<file path="src/rtl/fifo_ptr_ctrl.sv">
// Single-clock FIFO pointer/flag controller: binary RAM addresses, Gray pointers,
// occupancy, full/empty, almost-full/almost-empty and sticky overflow/underflow.
module fifo_ptr_ctrl #(
  parameter int ADDR_W   = 7,
  parameter int AF_LEVEL = 2**ADDR_W - 2,
  parameter int AE_LEVEL = 2
) (
  input  logic              CLK,
  input  logic              RST,
  input  logic              WR_INC,
  input  logic              RD_INC,
  input  logic              CLR_ERR,
  output logic [ADDR_W-1:0] WR_ADDR,
  output logic [ADDR_W-1:0] RD_ADDR,
  output logic [ADDR_W:0]   WR_GRAY,
  output logic [ADDR_W:0]   RD_GRAY,
  output logic [ADDR_W:0]   COUNT,
  output logic              FULL,
  output logic              EMPTY,
  output logic              ALMOST_FULL,
  output logic              ALMOST_EMPTY,
  output logic              OVERFLOW,
  output logic              UNDERFLOW
);

  localparam int PW = ADDR_W + 1;
  localparam logic [PW-1:0] DEPTH_C = {1'b1, {ADDR_W{1'b0}}};
  localparam logic [PW-1:0] AF_C    = PW'(AF_LEVEL);
  localparam logic [PW-1:0] AE_C    = PW'(AE_LEVEL);

  logic [PW-1:0] wr_ptr, rd_ptr;
  logic [PW-1:0] nxt_wr, nxt_rd, nxt_cnt;
  logic          wr_acc, rd_acc, wr_err, rd_err;

  // Acceptance is gated by the registered flags, so no input reaches an output.
  always_comb begin
    wr_acc  = WR_INC & ~FULL;
    rd_acc  = RD_INC & ~EMPTY;
    wr_err  = WR_INC & FULL;
    rd_err  = RD_INC & EMPTY;
    nxt_wr  = wr_ptr + PW'(wr_acc);
    nxt_rd  = rd_ptr + PW'(rd_acc);
    nxt_cnt = COUNT + PW'(wr_acc) - PW'(rd_acc);
  end

  always_ff @(posedge CLK) begin
    if (RST) begin
      wr_ptr       <= '0;
      rd_ptr       <= '0;
      WR_GRAY      <= '0;
      RD_GRAY      <= '0;
      COUNT        <= '0;
      FULL         <= 1'b0;
      EMPTY        <= 1'b1;
      ALMOST_FULL  <= 1'b0;
      ALMOST_EMPTY <= 1'b1;
      OVERFLOW     <= 1'b0;
      UNDERFLOW    <= 1'b0;
    end else begin
      wr_ptr       <= nxt_wr;
      rd_ptr       <= nxt_rd;
      WR_GRAY      <= nxt_wr ^ (nxt_wr >> 1);
      RD_GRAY      <= nxt_rd ^ (nxt_rd >> 1);
      COUNT        <= nxt_cnt;
      FULL         <= (nxt_cnt == DEPTH_C);
      EMPTY        <= (nxt_cnt == '0);
      ALMOST_FULL  <= (nxt_cnt >= AF_C);
      ALMOST_EMPTY <= (nxt_cnt <= AE_C);
      // An error raised in the clear cycle survives the clear.
      OVERFLOW     <= CLR_ERR ? wr_err : (OVERFLOW | wr_err);
      UNDERFLOW    <= CLR_ERR ? rd_err : (UNDERFLOW | rd_err);
    end
  end

  assign WR_ADDR = wr_ptr[ADDR_W-1:0];
  assign RD_ADDR = rd_ptr[ADDR_W-1:0];

endmodule

</file>
<file path="config.mk">
export PLATFORM = sky130hd
export DESIGN_NAME = fifo_ptr_ctrl
export DESIGN_NICKNAME = d
export VERILOG_FILES = /design/src/rtl/fifo_ptr_ctrl.sv
export SDC_FILE = /design/constraint.sdc
export NUM_CORES = 1
export LEC_CHECK = 0
export ABC_AREA = 1
export CAP_MARGIN = 40
export CORE_MARGIN = 5
export CORE_UTILIZATION = 30
export CTS_BUF_LIST = sky130_fd_sc_hd__clkbuf_8
export CTS_CLUSTER_DIAMETER = 30
export DETAILED_ROUTE_END_ITERATION = 8
export HOLD_SLACK_MARGIN = 0.15
export PLACE_DENSITY_LB_ADDON = 0.08
export SETUP_SLACK_MARGIN = 0.5
export SLEW_MARGIN = 20
export SYNTH_ARGS = -nofsm -noshare
export SYNTH_HDL_FRONTEND = slang
export SYNTH_SLANG_ARGS = --single-unit
export TNS_END_PERCENT = 20
</file>
<file path="constraint.sdc">
create_clock -name CLK -period 2.9 [get_ports CLK]
set_input_delay 0.725 -clock CLK [delete_from_list [all_inputs] [get_ports CLK]]
set_output_delay 0.725 -clock CLK [all_outputs]
set_load 0.02 [all_outputs]
</file>
==> results.json, run 1 <==
{
  "ys_seq_area_frac": 0.435,
  "rsz0062_at_grt": "yes",
  "wl_per_cell_um": 11.4,
  "crit_fanout": 3,
  "status": "finished, final reports clean",
  "die_w_um": 92.1,
  "seqPwrFrac": 0.282,
  "slew_headroom": 0.698,
  "root_buffer": "clkbuf_8",
  "setup_viol": 0,
  "yosysUniqueCellTypes": 19,
  "io_pins": 49,
  "final_area_sq_um": 2940,
  "coreArea_sq_um": 6680,
  "row_count": 30,
  "arrival_ns": 2.58,
  "antenna_found_initial": 0,
  "synth_edf_count": 0,
  "detailed_place_hpwl_mm": 3.45,
  "finalCritPeriodShare": 0.806,
  "post_dp_cell_area_sq_um": 2720,
  "switching_power_mw": 1.04,
  "clock-sinks": 44,
  "finalCriticalPeriod_ns": 2.34,
  "die_h_um": 92.1,
  "synth.largest_area_cell": "dfxtp_1",
  "power_density_nw_per_um2": 869,
  "drt_iter0_markers": 77,
  "synthFlopType": "dfxtp_1",
  "nets": 347,
  "leakagePower_nw": 1.30,
  "dp_cells": 395,
  "netlist.area_leader.share": 0.435,
  "synthArstFlopShare": 0,
  "port_buffers": 48,
  "stdcell_count": 410,
  "power_frac_clock": 0.199,
  "ys_top_cells_by_area": "dfxtp_1, nand2_1, ha_1",
  "regToRegSetupSlack_ns": 0.70,
  "cp_slowest_stage_delay_ns": 0.39,
  "cts_tree": "done",
  "maxCapViolCount": 0,
  "syn_nets": 275,
  "cp_slowest_cell": "fa_2",
  "hold_path_class": "reg2reg",
  "initial_utilization": 0.303,
  "grt_first_pass_wirelength_mm": 7.76,
  "layout-drive-gt1-share": 0.203,
  "htree_levels": 2,
  "grt.overflow.total": 0,
  "fmax_mhz": 428,
  "comb_power_share": 0.519,
  "avgSynthCellArea_sq_um": 7.88,
  "fin_util": 0.440,
  "critPathLaunchType": "input pin",
  "areaGrowthSynthToFinish_pct": 45.2,
  "remaining_drc_errors": 0,
  "clk_latency_ns": 0.30,
  "first_global_vias": 1780,
  "grt_max_degree": 15,
  "syn-cell-area_sq_um": 2020,
  "finalMaxSlewViolations": 0,
  "cts_max_path_buffers": 2,
  "crit_top_cell": "buf_4",
  "synth_warnings": 0,
  "clkTransAtPathRegs_ns": 0.09,
  "vias": 1773,
  "n_fill_cell": 679,
  "final_antenna_net_count": 0,
  "insertedDiodeCount": 0,
  "worstMarginPinSlew_ns": 0.453,
  "hold_viol": 0,
  "critPathRequiredTime_ns": 3.15,
  "intPower_mw": 1.51,
  "grt_use_total": 0.114,
  "ir_worst_vdd_v": 0.000515,
  "cts_inserted_buffers": 5,
  "gp_congestion": 0.770,
  "ys_seq_elements": 44,
  "die-area_sq_um": 8490,
  "finalSetupTns_ns": 0,
  "p_sw_frac": 0.407,
  "crit_chain": "buf_8, inv_8, nor2_4, inv_2, ha_4, inv_2, ha_4, fa_2, xor2_2, inv_2, buf_4, buf_4, buf_4, buf_4, nor2_1",
  "syn_inst": 257,
  "firstDrtPassIters": 4,
  "crit_type": "in2reg",
  "finalClockSkew_ns": 0.00750,
  "drt_wl_total_mm": 4.66,
  "vias_per_cell": 4.32,
  "end_kind": "register"
}
[power groups by stage]
stage	clock network, mW	logic, mW	registers (mW)
floorplan	0	0.759	0.811
global placement	0	1.17	0.738
detailed placement	0	1.16	0.736
CTS	0.525	1.25	0.724
global route	0.545	1.49	0.730
finish	0.509	1.32	0.720
[Yosys cell counts, types with 3 or more instances]
cell and instances:
nand4_1 3, nor2_2 6, a21oi_1 13, dfxtp_1 44, nand2_1 49, nand2_2 6, xnor2_1 3, nor2_1 32
inv_1 38, nand3_2 6, buf_2 4, ha_1 12, o21ai_0 11, xor2_1 11, nand3_1 14
[worst max-delay path, delay by kind of cell]
kind | cells | cell delay (ns)
xor+xnor | 1 | 0.17
fa+ha+maj | 3 | 0.79
buf+inv | 9 | 0.74
simple gates | 2 | 0.15
[through the flow]
step / power [mW] / setup WS (ns) / hold WS (ns)
floorplan: 1.57 / 0.469 / 0.536
global placement: 1.91 / -0.261 / 0.454
detailed placement: 1.90 / -0.288 / 0.455
CTS: 2.49 / 0.501 / 0.471
global route: 2.77 / 0.455 / 0.517
finish: 2.55 / 0.563 / 0.467
[sequential cells by signal (all words and copies together) (netlist names), 7 cells and up]
signal   count
RD_GRAY      8
rd_ptr       7
wr_ptr       7
COUNT        8
WR_GRAY      8
[cell type report]
| type | count | area, sq um | area share |
|---|---|---|---|
| inverters | 38 | 150 | 0.0511 |
| multi-input cells | 171 | 1050 | 0.357 |
| clock buffers | 6 | 82.6 | 0.0281 |
| repair buffers | 69 | 638 | 0.217 |
| well taps | 80 | 100 | 0.0341 |
| flip-flops and latches | 44 | 881 | 0.300 |
| clock inverters | 2 | 38.8 | 0.0132 |
[placed cells by master, fill, tap and decap left out, types with 10 or more instances in the layout]
master and n:
buf_4 21, ha_1 10, nand3_1 13, nand2_1 47, inv_1 33, o21ai_0 11
xor2_1 10, a21oi_1 13, nor2_1 29, clkdlybuf4s50_1 46, dfxtp_1 44
[per-layer routing]
layer  wire [um]  track usage  up-vias  part of all wire
met5           0            0        -                 0
met1        2170        0.136      777              0.47
met4          80       0.0458        0             0.017
met2        2160        0.191       41              0.46
met3         249       0.0345        9             0.053
li1            -            -      946                 -
[what timing repair did]
| item | 4_1_cts | 5_1_grt |
|---|---|---|
| pin swaps | 7 | 7 |
| hold buffers | 0 | 0 |
| setup buffers | 5 | 2 |
| gates resized for setup | 14 | 9 |
| setup endpoints to repair | 13 | 4 |
[final timing paths]
path,from,to,cells past startpoint
min reg2reg,OVERFLOW,OVERFLOW,2
max,WR_INC,COUNT[2],15
min,OVERFLOW,OVERFLOW,2
max reg2reg,FULL,COUNT[2],13
[cells by family after synthesis]
| group | synth area share |
|---|---|
| xor gates and xnor gates | 0.0606 |
| AOI/OAI and AO/OA | 0.0593 |
| and+or+nand+nor | 0.281 |
| buffers and inverters | 0.0803 |
| DFF | 0.435 |
| adders and majority gates | 0.0841 |
Power figures use the tool's default switching activity.
==> run 2, diff against run 1 <==
clock period = 2.2 ns   (was 2.9 ns; I/O delays follow)
==> run 2 against run 1 <==
Compared with the run above:
- non-clock buffer count rose by 12
- clock skew increased by 0.0034 ns
- critical path depth shrank 1
- routed wire length rose by 6.9%
==> results.json, run 2 (synthesis results as in run 1) <==
{
  "critPathRequiredTime_ns": 2.42,
  "arrival_ns": 2.41,
  "hold_viol": 0,
  "finalCritPeriodShare": 0.993,
  "ir_worst_vdd_v": 0.000790,
  "worstMarginPinSlew_ns": 0.474,
  "antenna_found_initial": 0,
  "grt_max_degree": 15,
  "crit_type": "in2reg",
  "cts_tree": "done",
  "final_antenna_net_count": 0,
  "die_w_um": 92.1,
  "io_pins": 49,
  "crit_fanout": 3,
  "finalClockSkew_ns": 0.0109,
  "end_kind": "register",
  "regToRegSetupSlack_ns": 0.04,
  "leakagePower_nw": 1.56,
  "maxCapViolCount": 0,
  "status": "finished, final reports clean",
  "setup_viol": 0,
  "cts_max_path_buffers": 2,
  "gp_congestion": 0.776,
  "final_area_sq_um": 3210,
  "rsz0062_at_grt": "yes",
  "fmax_mhz": 458,
  "detailed_place_hpwl_mm": 3.60,
  "post_dp_cell_area_sq_um": 2800,
  "slew_headroom": 0.684,
  "first_global_vias": 1876,
  "final_common_cell": "dlygate4sd2_1",
  "power_density_nw_per_um2": 1110,
  "die_h_um": 92.1,
  "areaGrowthSynthToFinish_pct": 58.5,
  "firstDrtPassIters": 4,
  "clock-sinks": 44,
  "setup_ws_ns": 0.0152,
  "die-area_sq_um": 8490,
  "grt_use_total": 0.123,
  "finalCriticalPeriod_ns": 2.18,
  "port_buffers": 48,
  "remaining_drc_errors": 0,
  "grt_first_pass_wirelength_mm": 8.36,
  "drt_wl_total_mm": 4.98,
  "vias_per_cell": 4.40,
  "root_buffer": "clkbuf_8",
  "finalSetupTns_ns": 0,
  "preCtsSetupSlack_ns": -0.834,
  "clkTransAtPathRegs_ns": 0.08,
  "cts_inserted_buffers": 5,
  "whs_ns": 0.467,
  "layout-drive-gt1-share": 0.307,
  "vias": 1857,
  "nets": 359,
  "htree_levels": 2,
  "coreArea_sq_um": 6680,
  "drt_iter0_markers": 46,
  "finalMaxSlewViolations": 0,
  "wl_per_cell_um": 11.8,
  "hold_path_class": "reg2reg",
  "reg_top3": "COUNT (8), RD_GRAY (8), WR_GRAY (8)",
  "clk_latency_ns": 0.30,
  "initial_utilization": 0.303,
  "row_count": 30,
  "grt.overflow.total": 0,
  "final_cell_mix": "dlygate4sd2_1, dfxtp_1, nand2_1, inv_1, nor2_1",
  "critPathLaunchType": "input pin",
  "insertedDiodeCount": 0
}
==> run 2: cell types whose count changed in the layout (fill, tap and decap cells not counted), moves of 4 or more <==
cell / delta
clkdlybuf4s50_1: -44
dlygate4sd2_1: +44
buf_6: +8
nand2_1: -6
buf_4: +5
nand2_2: +5
xor2_1: -5
ha_1: -4
ha_4: +4
nor2_4: +4
xor2_2: +4
==> run 2: power breakdown <==
group / internal [mW] / switching [mW] / total [mW]
Combinational: 0.838 / 1.12 / 1.95
Sequential: 0.889 / 0.0608 / 0.950
Clock: 0.372 / 0.294 / 0.666
==> run 2: worst paths after layout <==
kind	startpoint	to	depth (start not counted)
hold reg to reg	OVERFLOW	OVERFLOW	2
setup reg to reg	FULL	FULL	12
setup / recovery	WR_INC	FULL	14
hold / removal	OVERFLOW	OVERFLOW	2
==> run 2: cell type report <==
cell class	instances	area, sq um
clock buffer	6	82.6
clock inverter	2	38.8
fill	685	3470
inverter	38	150
multi-input combinational	171	1250
sequential	44	886
tap	80	100
timing repair buffer	81	706
==> run 2: repair_timing <==
item | 4_1_cts | 5_1_grt
hold buffers | 0 | 0
gates resized for setup | 89 | 28
setup endpoints to repair | 84 | 34
setup buffers | 7 | 1
pin swaps | 19 | 18
==> run 2: routing by layer <==
metal / up-vias / routed length (um) / global-route usage
li1: 972 / - / -
met1: 841 / 2280 / 0.145
met2: 40 / 2440 / 0.210
met3: 4 / 210 / 0.0279
met4: 0 / 51 / 0.0582
met5: - / 0 / 0
==> run 2: worst max-delay path, cell delays in order <==
cell and delay (ns):
buf_8 0.09, inv_8 0.03, nor2_4 0.10, inv_2 0.05, ha_4 0.25, inv_2 0.03, ha_4 0.15, fa_2 0.39
xor2_1 0.20, inv_2 0.11, nand3_4 0.09, nor3_4 0.14, nand2_1 0.08, nor3_2 0.14
==> run 2: through the flow <==
step	cells	total power, mW	util
2_1_floorplan	257	2.07	-
3_5_place_dp	406	2.59	0.419
6_report	422	3.57	0.480
5_1_grt	422	3.87	0.480
3_3_place_gp	406	2.60	0.419
4_1_cts	421	3.42	0.460
